<file path="config.mk">
export PLATFORM = sky130hd
export DESIGN_NAME = abstract_cmd_engine
export DESIGN_NICKNAME = d
export VERILOG_FILES = /design/src/rtl/abstract_cmd_engine.sv
export SDC_FILE = /design/constraint.sdc
export NUM_CORES = 1
export LEC_CHECK = 0
export ABC_AREA = 1
export ABC_CLOCK_PERIOD_IN_PS = 2550
export CORE_MARGIN = 1.5
export CORE_UTILIZATION = 43
export CTS_BUF_LIST = sky130_fd_sc_hd__clkbuf_8 sky130_fd_sc_hd__clkbuf_16
export DETAILED_ROUTE_END_ITERATION = 8
export PLACE_DENSITY = 0.94
export SETUP_SLACK_MARGIN = 0.05
export SYNTH_ARGS = -nofsm -noshare
export SYNTH_HDL_FRONTEND = slang
export SYNTH_SLANG_ARGS = --single-unit
</file>
<file path="constraint.sdc">
create_clock -name clk -period 2.55 [get_ports clk]
set_clock_uncertainty 0.05 [all_clocks]
set_input_delay 0.255 -clock clk [delete_from_list [all_inputs] [get_ports clk]]
set_output_delay 0.255 -clock clk [all_outputs]
set_load 0.1 [all_outputs]
</file>
<file path="src/rtl/abstract_cmd_engine.sv">
// abstract_cmd_engine
// Debug-module stage in front of the core register-file bridge. It accepts
// "Access Register" abstract commands, owns data0, sequences one reg_write or
// an RD_LAT-cycle reg_read toward the bridge, and keeps busy/cmderr for the
// DM register front-end.
//
// Ports:
//   clk, rst           clock, synchronous active-high reset
//   cmd_valid/wdata    command register write strobe and command word
//   data0_we/wdata     DM write access to data0
//   cmderr_w1c         write-1-to-clear mask for cmderr
//   halted             core halted status
//   data0, cmd_q       data0 register, latched (post-incremented) command
//   busy, cmderr       command in progress, sticky error code
//   cmd_done           one-cycle completion pulse
//   reg_read/write     bridge requests (never both high)
//   reg_addr/wdata     GPR index and write data (mirrors data0)
//   reg_rdata          bridge read data
module abstract_cmd_engine #(
  parameter int unsigned RD_LAT   = 2,
  parameter logic [15:0] GPR_BASE = 16'h1000
) (
  input  logic        clk,
  input  logic        rst,
  input  logic        cmd_valid,
  input  logic [31:0] cmd_wdata,
  input  logic        data0_we,
  input  logic [31:0] data0_wdata,
  input  logic [2:0]  cmderr_w1c,
  input  logic        halted,
  output logic [31:0] data0,
  output logic [31:0] cmd_q,
  output logic        busy,
  output logic [2:0]  cmderr,
  output logic        cmd_done,
  output logic        reg_read,
  output logic        reg_write,
  output logic [4:0]  reg_addr,
  output logic [31:0] reg_wdata,
  input  logic [31:0] reg_rdata
);

  localparam int unsigned CNT_W   = (RD_LAT > 1) ? $clog2(RD_LAT) : 1;
  localparam int unsigned GPR_CNT = 32;

  localparam logic [2:0] ERR_NONE    = 3'd0;
  localparam logic [2:0] ERR_BUSY    = 3'd1;
  localparam logic [2:0] ERR_NOTSUP  = 3'd2;
  localparam logic [2:0] ERR_HALTRES = 3'd4;

  typedef enum logic [2:0] {
    IDLE    = 3'd0,
    WRITE   = 3'd1,
    READ    = 3'd2,
    CAPTURE = 3'd3,
    DONE    = 3'd4
  } state_t;

  state_t           state, state_next;
  logic [CNT_W-1:0] rd_cnt, rd_cnt_next;
  logic [31:0]      data0_next;
  logic [31:0]      cmd_q_next;
  logic [2:0]       cmderr_next;
  logic             busy_next;
  logic             cmd_done_next;
  logic             reg_read_next;
  logic             reg_write_next;
  logic [4:0]       reg_addr_next;

  // Command word fields
  logic [7:0]  cmdtype;
  logic [2:0]  aarsize;
  logic        transfer;
  logic        is_write;
  logic [15:0] regno;
  logic [15:0] gpr_ofs;
  logic        gpr_ok;

  assign cmdtype  = cmd_wdata[31:24];
  assign aarsize  = cmd_wdata[22:20];
  assign transfer = cmd_wdata[17];
  assign is_write = cmd_wdata[16];
  assign regno    = cmd_wdata[15:0];

  // Offset from the GPR window base; a single compare covers both range ends
  assign gpr_ofs = regno - GPR_BASE;
  assign gpr_ok  = (gpr_ofs < 16'(GPR_CNT));

  // Write data is always the current data0 register
  assign reg_wdata = data0;

  // State and registered outputs
  always_ff @(posedge clk) begin
    if (rst) begin
      state     <= IDLE;
      rd_cnt    <= '0;
      data0     <= '0;
      cmd_q     <= '0;
      cmderr    <= '0;
      busy      <= 1'b0;
      cmd_done  <= 1'b0;
      reg_read  <= 1'b0;
      reg_write <= 1'b0;
      reg_addr  <= '0;
    end else begin
      state     <= state_next;
      rd_cnt    <= rd_cnt_next;
      data0     <= data0_next;
      cmd_q     <= cmd_q_next;
      cmderr    <= cmderr_next;
      busy      <= busy_next;
      cmd_done  <= cmd_done_next;
      reg_read  <= reg_read_next;
      reg_write <= reg_write_next;
      reg_addr  <= reg_addr_next;
    end
  end

  // Next-state, datapath and next-output logic
  always_comb begin
    state_next     = state;
    rd_cnt_next    = rd_cnt;
    data0_next     = data0;
    cmd_q_next     = cmd_q;
    cmderr_next    = cmderr & ~cmderr_w1c;
    busy_next      = 1'b0;
    cmd_done_next  = 1'b0;
    reg_read_next  = 1'b0;
    reg_write_next = 1'b0;
    reg_addr_next  = '0;

    case (state)
      IDLE: begin
        if (data0_we) begin
          data0_next = data0_wdata;
        end
        if (cmd_valid && (cmderr == ERR_NONE)) begin
          if (cmdtype != 8'd0) begin
            cmderr_next = ERR_NOTSUP;
          end else if (transfer && (aarsize != 3'd2)) begin
            cmderr_next = ERR_NOTSUP;
          end else if (transfer && !gpr_ok) begin
            cmderr_next = ERR_NOTSUP;
          end else if (!halted) begin
            cmderr_next = ERR_HALTRES;
          end else begin
            cmd_q_next  = cmd_wdata;
            rd_cnt_next = '0;
            if (!transfer) begin
              state_next = DONE;
            end else if (is_write) begin
              state_next = WRITE;
            end else begin
              state_next = READ;
            end
          end
        end
      end
      WRITE: begin
        state_next = DONE;
      end
      READ: begin
        if (rd_cnt == CNT_W'(RD_LAT - 1)) begin
          state_next = CAPTURE;
        end else begin
          rd_cnt_next = rd_cnt + CNT_W'(1);
        end
      end
      CAPTURE: begin
        data0_next = reg_rdata;
        state_next = DONE;
      end
      DONE: begin
        if (cmd_q[19]) begin
          cmd_q_next[15:0] = cmd_q[15:0] + 16'd1;
        end
        state_next = IDLE;
      end
      default: begin
        state_next = IDLE;
      end
    endcase

    // DM accesses while busy are dropped and flag a busy error; this set
    // overrides any same-cycle write-1-to-clear
    if ((state != IDLE) && (cmd_valid || data0_we) && (cmderr == ERR_NONE)) begin
      cmderr_next = ERR_BUSY;
    end

    // Outputs are registered so they line up with the state being entered
    busy_next      = (state_next != IDLE);
    cmd_done_next  = (state_next == DONE);
    reg_write_next = (state_next == WRITE);
    reg_read_next  = (state_next == READ);
    if ((state_next == WRITE) || (state_next == READ)) begin
      reg_addr_next = cmd_q_next[4:0];
    end
  end

endmodule

</file>
==> flow_metrics.py <==
metrics = {
    "global_routing": {
        "antenna_found_initial": 0,
        "grt_pass1_wl_um": 20400,
        "grt_start_max_net_pins": 65,
        "grtUsageTotal_pct": 25.1,
        "first_global_vias": 4326,
        "grt_overflow_total": 0,
    },
    "sta": {
        "fin_crit_sh_pct": 82.6,
        "slew_viol_final": 0,
        "finalSetupViolations": 0,
        "worst_pin_slew_ns": 0.527,
        "rsz0062_at_grt": "no",
        "hold_violations": 0,
        "post-route-min-period_ns": 2.11,
        "whs_ns": 0.418,
        "fmax_mhz": 475,
        "worst_slack_ns": 0.444,
        "slew_headroom_pct": 64.8,
        "finalSetupTns_ns": 0,
    },
    "routing": {
        "viasPerCell": 5.15,
        "routedWlPerCell_um": 14.9,
        "totalWireLength_um": 13200,
        "vias": 4544,
        "drtAntennaViolNets": 0,
        "first_pass_iters": 5,
        "drt_iter0_drc": 207,
        "drcViolationCount": 0,
    },
    "pwr": {
        "leakagePower_nw": 2.78,
        "power_density_nw_per_um2": 540,
        "ir_drop_mv": 0.369,
    },
    "synth": {
        "ys_seq_elements": 80,
        "synth_cell_types": 43,
        "synth_nets": 685,
        "yosys_warnings": 0,
        "syn_avg_cell_area_sq_um": 7.17,
        "syn_area_sq_um": 4160,
        "synth_cells": 580,
        "yosysSeqAreaShare_pct": 38.5,
    },
    "clock_network": {
        "postCtsResizedCells": 0,
        "cts-root-buf": "clkbuf_8",
        "cts_sinks": 80,
        "postCtsHoldBufs": 0,
        "insertion_delay_ns": 0.35,
        "clockBufferDepth": 2,
        "cts_buffers": 9,
        "clkSlewWorstSetupHoldPaths_ns": 0.09,
        "cts_tree": "done",
        "h-tree-depth": 3,
        "cts_setup_buffers": 0,
    },
    "setup_path": {
        "start_kind": "register",
        "crit_type": "register to register",
        "required_ns": 2.76,
        "worstPathMaxFanout": 30,
        "end_kind": "register",
        "crit_arrival_ns": 2.31,
    },
    "die": {
        "num_io_pins": 212,
        "dieArea_sq_um": 10300,
        "die_w_um": 101,
        "rows": 35,
        "fp.coreArea_sq_um": 9280,
        "initial_core_util_pct": 44.8,
        "fp.dieH_um": 101,
    },
    "cells_and_area": {
        "area_delta_synth_final_pct": 45.4,
        "drive_above_1_share_pct": 21.4,
        "fin_cells": 883,
        "utilization_pct": 65.1,
        "n_antenna_cell": 0,
        "nFillCells": 791,
        "final_nets": 854,
    },
    "job": {
        "drv_cap": 0,
    },
    "placement": {
        "dp.cells": 867,
        "numPortBuffers": 211,
        "place_ws_ns": 0.312,
        "hpwl_um": 10100,
        "gp_congestion": 0.903,
    },
    "status": {
        "outcome": "completed",
    },
    "hold_path": {
        "hp-class": "input pin to register",
    },
}
-- cells in the mapped netlist --
cell,count,area [sq um]
a21boi_1,1,7.51
a21o_1,1,7.51
a21oi_1,14,70.1
a21oi_2,4,35.0
a22oi_1,1,7.51
a31oi_1,36,225
a32oi_1,1,8.76
and2_1,1,6.26
and3b_1,1,8.76
buf_1,3,11.3
buf_2,6,30.0
buf_4,32,240
buf_6,4,45.0
clkbuf_1,15,56.3
clkinv_2,1,5.00
dfxtp_1,80,1600
ha_1,1,12.5
inv_1,56,210
inv_2,3,11.3
inv_4,1,6.26
nand2_1,123,462
nand2_2,3,18.8
nand2_4,1,11.3
nand3_1,68,340
nand3_2,5,50.1
nand3_4,1,17.5
nand3b_1,1,7.51
nand4_1,4,25.0
nor2_1,35,131
nor2_2,3,18.8
nor2_4,4,45.0
nor2_8,2,40.0
nor3_1,5,25.0
nor3b_1,8,60.1
o2111ai_1,1,8.76
o211ai_1,1,7.51
o21ai_0,39,195
o21ai_1,6,30.0
o21bai_1,2,15.0
o22ai_1,2,12.5
o31ai_1,1,7.51
or2_2,2,12.5
xor2_1,1,8.76
-- cell type report --
class                      count  area (sq um)  area share (%)
sequential                    80          1600            26.5
clock buffer                  11           151            2.50
timing repair buffer         218          1890            31.3
clock inverter                 5          63.8            1.06
tap                          129           161            2.67
multi-input combinational    379          1940            32.1
inverter                      61           233            3.85
-- cells in the final DEF, fill, tap and decap left out, types with 2 or more instances in the layout --
cell	netlist	layout
a21oi_1	14	14
a21oi_2	4	4
a31oi_1	36	36
buf_4	32	115
clkbuf_8	0	11
clkdlybuf4s50_1	0	103
clkinv_4	0	2
dfxtp_1	80	80
inv_1	56	56
inv_2	3	3
nand2_1	123	123
nand2_2	3	3
nand3_1	68	68
nand3_2	5	5
nand4_1	4	4
nor2_1	35	35
nor2_2	3	3
nor2_4	4	4
nor2_8	2	2
nor3_1	5	5
nor3b_1	8	8
o21ai_0	39	39
o21ai_1	6	6
o21bai_1	2	2
o22ai_1	2	2
or2_2	2	2
-- worst paths after layout --
path                                 startpoint     endpoint  slack (ns)  cells after the start
worst max-delay path                   state[1]  reg_addr[1]        0.44                      9
worst max register to register         state[1]  reg_addr[1]        0.44                      9
worst min-delay path            data0_wdata[12]    data0[12]        0.42                      3
worst min register to register        cmd_q[30]    cmd_q[30]        0.44                      1
-- state kept, by name, indices dropped and copies added (netlist names) --
| register | count |
|---|---|
| busy | 1 |
| cmd_done | 1 |
| cmd_q | 32 |
| cmderr | 3 |
| data0 | 32 |
| rd_cnt | 1 |
| reg_addr | 5 |
| reg_read | 1 |
| reg_write | 1 |
| state | 3 |
-- worst max-delay path, cell delays in order, from the launching register on --
cell and delay (ns):
dfxtp_1 0.52, buf_4 0.39, inv_1 0.08, nor3_1 0.35, nand2_1 0.12, a21boi_1 0.17, nand3_2 0.12, nand2_2 0.11
nand2_1 0.08, inv_1 0.04
-- per-stage QoR --
stage	total power [W]	cell area (sq um)
2_1_floorplan	0.00202	4160
3_3_place_gp	0.00227	5830
3_5_place_dp	0.00228	5830
4_1_cts	0.00328	6040
5_1_grt	0.00337	6040
6_report	0.00326	6040
-- cells by family after synthesis --
logic type / Yosys count / synth area share, %
flops: 80 / 38.5
buf+inv: 121 / 14.8
compound gates: 110 / 15.4
xor+xnor: 1 / 0.211
fa+ha+maj: 1 / 0.301
simple gates: 267 / 30.8
-- report_power, final --
| part | switching [W] | internal, W |
|---|---|---|
| clock network | 0.000500 | 0.000514 |
| registers | 0.0000314 | 0.00129 |
| logic | 0.000668 | 0.000267 |
-- layer usage --
layer | global-route usage (%) | wire length, um | up-vias
li1 | - | - | 2224
met1 | 28.9 | 5060 | 2071
met2 | 45.1 | 6680 | 220
met3 | 5.24 | 1090 | 29
met4 | 11.0 | 345 | 0
met5 | 0 | 0 | -
No activity file was read; power rests on OpenSTA's default activity.
